==> src/rtl/biquad_cascade_pkg.sv <==
// rtl/biquad_cascade_pkg.sv - shared settings addresses, FSM encodings and coefficient indices
package biquad_cascade_pkg;

  // Settings-bus register addresses
  localparam logic [6:0] FR_MRFM_IIR_COEFF = 7'd80;
  localparam logic [6:0] FR_MRFM_IIR_SHIFT = 7'd81;
  localparam logic [6:0] FR_MRFM_IIR_CTRL  = 7'd82;
  localparam logic [6:0] FR_MRFM_DEBUG     = 7'd83;

  // Sequencer states
  typedef enum logic [2:0] {
    ST_IDLE  = 3'd0,
    ST_MAC   = 3'd1,
    ST_DRAIN = 3'd2,
    ST_WRITE = 3'd3,
    ST_OUT   = 3'd4
  } state_t;

  // Coefficient order within a stage; feedback taps are stored pre-negated
  localparam logic [2:0] K_B0 = 3'd0;
  localparam logic [2:0] K_B1 = 3'd1;
  localparam logic [2:0] K_B2 = 3'd2;
  localparam logic [2:0] K_A1 = 3'd3;
  localparam logic [2:0] K_A2 = 3'd4;

  // Flat coefficient RAM index for a stage/tap pair
  function automatic logic [7:0] coeff_index(input logic [2:0] stage, input logic [2:0] k);
    return ({5'b0, stage} * 8'd5) + {5'b0, k};
  endfunction

endpackage

==> src/rtl/biquad_cascade_mac.sv <==
// rtl/biquad_cascade_mac.sv - shared registered multiplier, accumulator and output field select (BIQUAD_CASCADE_SAT_EN enables saturation)
module biquad_cascade_mac #(
  parameter int DATA_WIDTH  = 16,
  parameter int COEFF_WIDTH = 16,
  parameter int PROD_W      = DATA_WIDTH + COEFF_WIDTH - 1,
  parameter int ACC_W       = PROD_W + 3
) (
  input  logic                          clock,
  input  logic                          reset,
  input  logic                          op_valid,
  input  logic signed [COEFF_WIDTH-1:0] coeff,
  input  logic signed [DATA_WIDTH-1:0]  data,
  input  logic                          clear,
  input  logic        [7:0]             shift,
  output logic signed [ACC_W-1:0]       acc,
  output logic signed [DATA_WIDTH-1:0]  y
);

  localparam int FULL_W = DATA_WIDTH + COEFF_WIDTH;

  logic signed [PROD_W-1:0] product;
  logic                     prod_valid;

  // Registered multiplier: one product per issued operand pair
  always_ff @(posedge clock) begin
    if (reset) begin
      product    <= '0;
      prod_valid <= 1'b0;
    end else begin
      product    <= PROD_W'(FULL_W'(coeff) * FULL_W'(data));
      prod_valid <= op_valid;
    end
  end

  // Accumulator: cleared between stages, adds only valid products
  always_ff @(posedge clock) begin
    if (reset || clear) begin
      acc <= '0;
    end else if (prod_valid) begin
      acc <= acc + ACC_W'(product);
    end
  end

`ifdef BIQUAD_CASCADE_SAT_EN
  logic signed [ACC_W-1:0]          shifted;
  logic        [ACC_W-DATA_WIDTH:0] upper;

  assign shifted = acc >>> shift;
  assign upper   = shifted[ACC_W-1:DATA_WIDTH-1];

  // Saturate when the bits above the field are not pure sign copies
  always_comb begin
    if ((&upper) || !(|upper)) begin
      y = shifted[DATA_WIDTH-1:0];
    end else if (acc[ACC_W-1]) begin
      y = {1'b1, {(DATA_WIDTH-1){1'b0}}};
    end else begin
      y = {1'b0, {(DATA_WIDTH-1){1'b1}}};
    end
  end
`else
  // Plain field select; wraps on overflow
  assign y = DATA_WIDTH'(acc >>> shift);
`endif

endmodule

==> src/rtl/biquad_cascade.sv <==
// rtl/biquad_cascade.sv - time-multiplexed DF-I biquad cascade (BIQUAD_CASCADE_SAT_EN enables output saturation)
module biquad_cascade
  import biquad_cascade_pkg::*;
#(
  parameter int NUM_STAGES  = 2,
  parameter int DATA_WIDTH  = 16,
  parameter int COEFF_WIDTH = 16
) (
  input  logic                  clock,
  input  logic                  reset,
  input  logic                  serial_strobe,
  input  logic [6:0]            serial_addr,
  input  logic [31:0]           serial_data,
  input  logic                  strobe_in,
  input  logic [DATA_WIDTH-1:0] sample_in,
  output logic                  strobe_out,
  output logic [DATA_WIDTH-1:0] sample_out,
  output logic                  busy,
  output logic                  overrun,
  output logic [63:0]           debugbus
);

  localparam int         PROD_W      = DATA_WIDTH + COEFF_WIDTH - 1;
  localparam int         ACC_W       = PROD_W + 3;
  localparam int         NUM_COEFFS  = 5 * NUM_STAGES;
  localparam int         IDX_W       = $clog2(NUM_COEFFS);
  localparam int         ST_W        = (NUM_STAGES > 1) ? $clog2(NUM_STAGES) : 1;
  localparam logic [7:0] NUM_COEFFS_B = 8'(NUM_COEFFS);
  localparam logic [7:0] MAX_SHIFT   = 8'(ACC_W - DATA_WIDTH);
  localparam logic [2:0] LAST_STAGE  = 3'(NUM_STAGES - 1);

  logic signed [COEFF_WIDTH-1:0] coeff_ram [NUM_COEFFS];
  logic        [7:0]             shift_reg [NUM_STAGES];
  logic signed [DATA_WIDTH-1:0]  x1 [NUM_STAGES];
  logic signed [DATA_WIDTH-1:0]  x2 [NUM_STAGES];
  logic signed [DATA_WIDTH-1:0]  y1 [NUM_STAGES];
  logic signed [DATA_WIDTH-1:0]  y2 [NUM_STAGES];

  state_t                        state;
  logic        [2:0]             stage;
  logic        [2:0]             k;
  logic                          drain_cnt;
  logic signed [DATA_WIDTH-1:0]  x_cur;
  logic        [1:0]             debug_sel;

  logic signed [COEFF_WIDTH-1:0] op_coeff;
  logic signed [DATA_WIDTH-1:0]  op_data;
  logic                          op_valid;
  logic signed [ACC_W-1:0]       acc;
  logic signed [DATA_WIDTH-1:0]  y;

  logic        [ST_W-1:0]        si;
  logic        [7:0]             wr_index;
  logic        [2:0]             wr_stage;
  logic        [7:0]             wr_shift;
  logic                          coeff_wr;
  logic                          shift_wr;
  logic                          unused_bits;

  assign si          = ST_W'(stage);
  assign wr_index    = serial_data[23:16];
  assign wr_stage    = serial_data[10:8];
  assign wr_shift    = (serial_data[7:0] > MAX_SHIFT) ? MAX_SHIFT : serial_data[7:0];
  assign coeff_wr    = serial_strobe && (serial_addr == FR_MRFM_IIR_COEFF) && (wr_index < NUM_COEFFS_B);
  assign shift_wr    = serial_strobe && (serial_addr == FR_MRFM_IIR_SHIFT) &&
                       ({1'b0, wr_stage} < 4'(NUM_STAGES));
  assign unused_bits = ^serial_data[31:24];

  // Coefficient RAM: software-loaded, deliberately kept across reset
  always_ff @(posedge clock) begin
    if (coeff_wr) begin
      coeff_ram[IDX_W'(wr_index)] <= COEFF_WIDTH'($signed(serial_data[15:0]));
    end
  end

  // Sequencer, history, settings registers and registered outputs
  always_ff @(posedge clock) begin
    if (reset) begin
      state      <= ST_IDLE;
      stage      <= '0;
      k          <= K_B0;
      drain_cnt  <= 1'b0;
      x_cur      <= '0;
      busy       <= 1'b0;
      overrun    <= 1'b0;
      strobe_out <= 1'b0;
      sample_out <= '0;
      debug_sel  <= '0;
      for (int i = 0; i < NUM_STAGES; i++) begin
        shift_reg[i] <= '0;
        x1[i]        <= '0;
        x2[i]        <= '0;
        y1[i]        <= '0;
        y2[i]        <= '0;
      end
    end else begin
      strobe_out <= 1'b0;

      if (shift_wr) begin
        shift_reg[ST_W'(wr_stage)] <= wr_shift;
      end
      if (serial_strobe && (serial_addr == FR_MRFM_DEBUG)) begin
        debug_sel <= serial_data[1:0];
      end
      if (serial_strobe && (serial_addr == FR_MRFM_IIR_CTRL)) begin
        overrun <= 1'b0;
      end
      // A sample arriving mid-pass is dropped; only the sticky flag records it
      if (strobe_in && (state != ST_IDLE)) begin
        overrun <= 1'b1;
      end

      case (state)
        ST_IDLE: begin
          if (strobe_in) begin
            x_cur <= sample_in;
            stage <= '0;
            k     <= K_B0;
            busy  <= 1'b1;
            state <= ST_MAC;
          end
        end
        ST_MAC: begin
          if (k == K_A2) begin
            k         <= K_B0;
            drain_cnt <= 1'b0;
            state     <= ST_DRAIN;
          end else begin
            k <= k + 3'd1;
          end
        end
        ST_DRAIN: begin
          if (drain_cnt) begin
            state <= ST_WRITE;
          end else begin
            drain_cnt <= 1'b1;
          end
        end
        ST_WRITE: begin
          x2[si] <= x1[si];
          x1[si] <= x_cur;
          y2[si] <= y1[si];
          y1[si] <= y;
          x_cur  <= y;
          if (stage == LAST_STAGE) begin
            sample_out <= y;
            strobe_out <= 1'b1;
            state      <= ST_OUT;
          end else begin
            stage <= stage + 3'd1;
            state <= ST_MAC;
          end
        end
        ST_OUT: begin
          busy  <= 1'b0;
          state <= ST_IDLE;
        end
        default: state <= ST_IDLE;
      endcase
    end
  end

  // Operand fetch: one-cycle registered read of coefficient and history
  always_ff @(posedge clock) begin
    if (reset) begin
      op_valid <= 1'b0;
      op_coeff <= '0;
      op_data  <= '0;
    end else begin
      op_valid <= (state == ST_MAC);
      op_coeff <= coeff_ram[IDX_W'(coeff_index(stage, k))];
      case (k)
        K_B0:    op_data <= x_cur;
        K_B1:    op_data <= x1[si];
        K_B2:    op_data <= x2[si];
        K_A1:    op_data <= y1[si];
        default: op_data <= y2[si];
      endcase
    end
  end

  biquad_cascade_mac #(
    .DATA_WIDTH  (DATA_WIDTH),
    .COEFF_WIDTH (COEFF_WIDTH),
    .PROD_W      (PROD_W),
    .ACC_W       (ACC_W)
  ) u_mac (
    .clock    (clock),
    .reset    (reset),
    .op_valid (op_valid),
    .coeff    (op_coeff),
    .data     (op_data),
    .clear    (state == ST_WRITE),
    .shift    (shift_reg[si]),
    .acc      (acc),
    .y        (y)
  );

  // Debug view selected by the debug settings register
  always_comb begin
    debugbus = '0;
    case (debug_sel)
      2'd0: debugbus = {16'(x_cur), 16'(sample_out), 16'h0000,
                        3'b000, state, stage, k, busy, overrun, strobe_out, op_valid};
      2'd1: debugbus = 64'(acc);
      2'd2: debugbus = {16'(op_coeff), 16'(op_data), 16'(y), 8'h00, shift_reg[si]};
      default: debugbus = {16'(x1[si]), 16'(x2[si]), 16'(y1[si]), 16'(y2[si])};
    endcase
  end

endmodule
==> config.mk <==
export PLATFORM = sky130hd
export DESIGN_NAME = biquad_cascade
export DESIGN_NICKNAME = d
export VERILOG_FILES = /design/src/rtl/biquad_cascade_pkg.sv /design/src/rtl/biquad_cascade_mac.sv /design/src/rtl/biquad_cascade.sv
export SDC_FILE = /design/constraint.sdc
export NUM_CORES = 2
export LEC_CHECK = 0
export BUFFER_PORTS_ARGS = -buffer_cell sky130_fd_sc_hd__buf_2
export CAP_MARGIN = 0
export CORE_AREA = 10 10 278 280
export CTS_BUF_LIST = sky130_fd_sc_hd__clkbuf_4
export DETAILED_ROUTE_END_ITERATION = 16
export DIE_AREA = 0 0 288 290
export PLACE_DENSITY = 0.72
export SYNTH_ARGS = -nofsm -noshare
export SYNTH_HDL_FRONTEND = slang
export SYNTH_HIERARCHICAL = 1
export SYNTH_SLANG_ARGS = --single-unit
export TNS_END_PERCENT = 100
==> constraint.sdc <==
create_clock -name clock -period 10.9 [get_ports clock]
set_input_delay 2.725 -clock clock [delete_from_list [all_inputs] [get_ports clock]]
set_output_delay 2.725 -clock clock [all_outputs]
set_load 0.005 [all_outputs]
==> flow_summary.rst <==
.. list-table::
   :header-rows: 1

   * - Metric
     - Value
   * - Largest registers
     - coeff_ram (160), u_mac/acc (34)
   * - Final critical-path required period
     - ~8400 ps
   * - Outcome
     - complete, no violations
   * - Cell leakage power
     - 14.6 nW
   * - HPWL after detailed placement
     - around 64000 um
   * - Proportion of synthesized area in mux cells
     - 9.34%
   * - Critical Setup Path Class
     - flip-flop to output port
   * - Number of nets in the layout
     - 3624
   * - Residual antenna-violating net count after detailed routing
     - 0
   * - Most frequent cell after synthesis
     - sky130_fd_sc_hd__inv_1
   * - Post-CTS Setup Repair Bufs
     - 0
   * - Pre-antenna DRT Iters
     - 5
   * - DRC viols
     - 0
   * - Number of enable-type register cells in the synthesized netlist
     - 304
   * - Die span in y
     - 290 um
   * - Total die area
     - 0.0835 mm^2
   * - Layout cells sized above 1
     - 16.1%
   * - Total number of vias
     - 23600
   * - Number of distinct library cell variants in the gate-level netlist after synthesis
     - 81
   * - I/O pin total
     - between 100 and 150
   * - Number of sinks handled by clock tree synthesis
     - 451
   * - Area grow syn2layout
     - 10.3%
   * - Final instance area
     - roughly 0.035 mm^2
   * - Number of standard cells after synthesis
     - 3044
   * - Final Hold Vio Count
     - 0
   * - CTS tree
     - yes
   * - Placer Congestion
     - 0.949
   * - Routed wire per std cell
     - 21.2 um
   * - Synth Register Bits
     - 451
   * - Die width
     - 288 um
   * - Cell count after placement
     - 4020
   * - Number of standard-cell rows in the floorplan
     - 98
   * - PortBufs
     - 133
   * - Final Routed Wirelength
     - around 90000 um
   * - Fmax
     - ~120 MHz
   * - Netlist area before placement
     - 0.0319 mm^2
   * - Area fraction of the dominant cell type after synthesis
     - between 20% and 30%
   * - Crit Path Max Fanout
     - 35
   * - Fraction of the mapped netlist area in compound gates
     - 10.6%
   * - Synthesized area per cell
     - 10.5 um^2
   * - Total number of yosys warnings
     - 6
   * - Deepest clock path buffer count
     - 3
   * - Count of hold-fix buffers inserted at cts
     - 0
   * - Aggregate negative setup slack
     - 0 ps
   * - Overflow after GRT
     - 0
   * - Post-layout instance count excluding filler cells
     - 4233
   * - Endpoint class of the critical path
     - output port
   * - Iteration-0 DRC count of the detailed router
     - around 2200
   * - CTS Buf Count
     - 110
   * - Wire length of the first global-routing pass
     - 138000 um
   * - Worst vdd ir
     - about 140 uV
   * - Flip-flop count of the largest register after layout
     - 160
   * - Unrepaired setup endpoints after global routing
     - false
   * - Total power draw
     - 4.36 mW
   * - Arrival time worst endpoint
     - 5640 ps
   * - Period Utilization, post-route
     - 76.7%
   * - Fraction of synthesis flops using an asynchronous set or reset pin
     - 0%
   * - Final setup skew
     - around 52 ps
   * - Largest net degree at the start of global routing
     - 89
   * - Register bank with the most flops
     - coeff_ram
   * - Initial Utilization
     - about 45%
   * - Ranking of synthesized cells by area
     - sky130_fd_sc_hd__edfxtp_1 (29%), sky130_fd_sc_hd__fa_1 (16%), sky130_fd_sc_hd__dfxtp_1 (9.2%)
   * - Post-layout util
     - 49.3%
   * - Post-placement cell area
     - between 0.03 and 0.04 mm^2
   * - Adder-Cell Fraction of Synth Area
     - 21.1%
   * - Xor-xnor portion of the synthesized cell area
     - 1.76%
   * - Max_cap viols
     - 0
   * - Final number of max-transition violations
     - 0
   * - H-tree levels
     - 3
   * - Top cells by count, synth
     - sky130_fd_sc_hd__inv_1 (338), sky130_fd_sc_hd__edfxtp_1 (304), sky130_fd_sc_hd__nand2_1 (273)
   * - Slew @ Worst Pin
     - approximately 1200 ps
   * - Overall routing resource usage
     - 21.2%
   * - Pwr per Cell Area
     - 124 mW/mm^2
   * - Hold/Removal Path Class
     - flip-flop to flip-flop
   * - Startpoint types
     - flip-flop
   * - Total core area
     - about 0.07 mm^2
   * - Primary flip-flop cell chosen by synthesis mapping
     - sky130_fd_sc_hd__edfxtp_1
   * - Largest family of logic cells by synthesized area
     - adder cells
   * - Sequential element share of the synthesized area
     - 37.9%
   * - Register clock-pin slew on the reported worst setup and hold paths
     - ~60 ps
   * - Cell type with the highest aggregate area in the netlist
     - sky130_fd_sc_hd__edfxtp_1
   * - Clock Tree Root
     - sky130_fd_sc_hd__clkbuf_4
   * - Post-synthesis share of cell area spent on and, or, nand and nor gates
     - 13.1%
   * - Number of failing setup endpoints in the final timing report
     - 0
   * - Number of antenna violations at the first check in global routing
     - 7
   * - Via count of the first global-routing pass
     - between 20000 and 25000
   * - Clock network latency to the later pin of the worst-skew pair
     - between 900 and 1000 ps
   * - Worst slew slack as a fraction of its limit
     - roughly 22%
   * - Required time worst endpoint
     - slightly above 8000 ps
   * - Resized cells post-CTS
     - 0
   * - Mean number of vias per cell
     - 5.59
worst max-delay path: stages (launching register included):
cell and delay [ps]:
sky130_fd_sc_hd__dfxtp_4 720, sky130_fd_sc_hd__mux2_2 620, sky130_fd_sc_hd__nand2b_1 710, sky130_fd_sc_hd__o21ai_0 290, sky130_fd_sc_hd__mux2i_1 310, sky130_fd_sc_hd__nor2_1 80, sky130_fd_sc_hd__nor3_1 320, sky130_fd_sc_hd__a211oi_1 90
sky130_fd_sc_hd__a21oi_1 150, sky130_fd_sc_hd__nor3_1 70, sky130_fd_sc_hd__nor3_1 550, sky130_fd_sc_hd__nor2_1 110, sky130_fd_sc_hd__a21oi_1 300, sky130_fd_sc_hd__a22o_1 270, sky130_fd_sc_hd__buf_2 150
power by group:
| group | internal, mW | switching, mW |
|---|---|---|
| registers | 1.89 | 0.0614 |
| logic | 0.348 | 0.539 |
| clock network | 0.806 | 0.721 |
path summary, 6_finish.rpt:
| path | endpoint | cells after the start | startpoint | slack, ps |
|---|---|---|---|---|
| setup / recovery | debugbus[16] | 14 | flip-flop | 2540 |
| hold / removal | sample_out[2]$_SDFFE_PP0N_ | 2 | sample_out[2]$_SDFFE_PP0N_ | 470 |
| hold reg to reg | sample_out[2]$_SDFFE_PP0N_ | 2 | sample_out[2]$_SDFFE_PP0N_ | 470 |
| setup reg to reg | u_mac/product[29]$_SDFF_PP0_ | 20 | op_coeff[15]$_SDFF_PP0_ | 3800 |
per-stage QoR:
step | hold WS [ps] | worst slack [ps]
global route | 488 | 2320
detailed placement | 459 | 3680
CTS | 467 | 2720
finish | 465 | 2540
floorplan | 433 | 4580
global placement | 452 | 3690
per-layer routing:
metal | vias to the layer above | wire length (um) | track usage (%)
met5 | - | 13 | 0
met4 | 2 | 2810 | 7.59
met3 | 159 | 8450 | 5.33
met2 | 1036 | 40900 | 32.7
met1 | 11700 | 37600 | 28.5
li1 | 10800 | - | -
logic make-up after synthesis:
group | count (synthesis)
AO/OA/AOI/OAI | 522
XOR/XNOR | 64
adder cells (fa/ha/maj) | 383
buffers and inverters | 512
flip-flops | 451
multiplexers | 233
other | 1
AND/OR/NAND/NOR | 878
final cells by class:
type	count	area, um^2
diodes	4	10.0
clock buffers	189	1420
clock inverters	20	129
fillers	6506	36200
inverters	341	1280
multi-input cells	2086	17900
flip-flops and latches	451	12100
well taps	950	1190
repair buffers	192	1110
cell usage in the layout, fill, tap and decap left out, types with 5 or more instances in the layout:
master,synthesis,layout
sky130_fd_sc_hd__mux2_2,54,54
sky130_fd_sc_hd__dfxtp_1,147,143
sky130_fd_sc_hd__nor2_1,253,252
sky130_fd_sc_hd__nand3b_1,5,5
sky130_fd_sc_hd__a311oi_1,16,16
sky130_fd_sc_hd__a2111oi_0,17,17
sky130_fd_sc_hd__a31oi_1,7,7
sky130_fd_sc_hd__mux2i_1,131,131
sky130_fd_sc_hd__nand2b_1,22,21
sky130_fd_sc_hd__o22ai_1,20,20
sky130_fd_sc_hd__inv_1,338,338
sky130_fd_sc_hd__nor3_1,35,31
sky130_fd_sc_hd__a22o_1,16,16
sky130_fd_sc_hd__fa_1,258,258
sky130_fd_sc_hd__clkbuf_4,0,189
sky130_fd_sc_hd__edfxtp_1,304,304
sky130_fd_sc_hd__buf_4,3,60
sky130_fd_sc_hd__a21o_1,19,19
sky130_fd_sc_hd__inv_6,0,5
sky130_fd_sc_hd__mux4_2,46,46
sky130_fd_sc_hd__buf_2,27,132
sky130_fd_sc_hd__nor2b_1,36,35
sky130_fd_sc_hd__clkinv_1,2,13
sky130_fd_sc_hd__conb_1,1,6
sky130_fd_sc_hd__nand3_1,17,17
sky130_fd_sc_hd__xor2_1,20,20
sky130_fd_sc_hd__and2_1,184,184
sky130_fd_sc_hd__or3_1,9,9
sky130_fd_sc_hd__or2_2,5,5
sky130_fd_sc_hd__o21ai_0,147,147
sky130_fd_sc_hd__nand2_1,273,273
sky130_fd_sc_hd__ha_1,125,124
sky130_fd_sc_hd__a21oi_1,103,103
sky130_fd_sc_hd__o21ai_1,12,12
sky130_fd_sc_hd__o211ai_1,40,40
sky130_fd_sc_hd__o21a_1,15,15
sky130_fd_sc_hd__nand4_1,5,5
sky130_fd_sc_hd__xnor2_1,44,43
sky130_fd_sc_hd__a211oi_1,61,61
sky130_fd_sc_hd__and3_1,11,11
No activity file was read; power rests on OpenSTA's default activity.
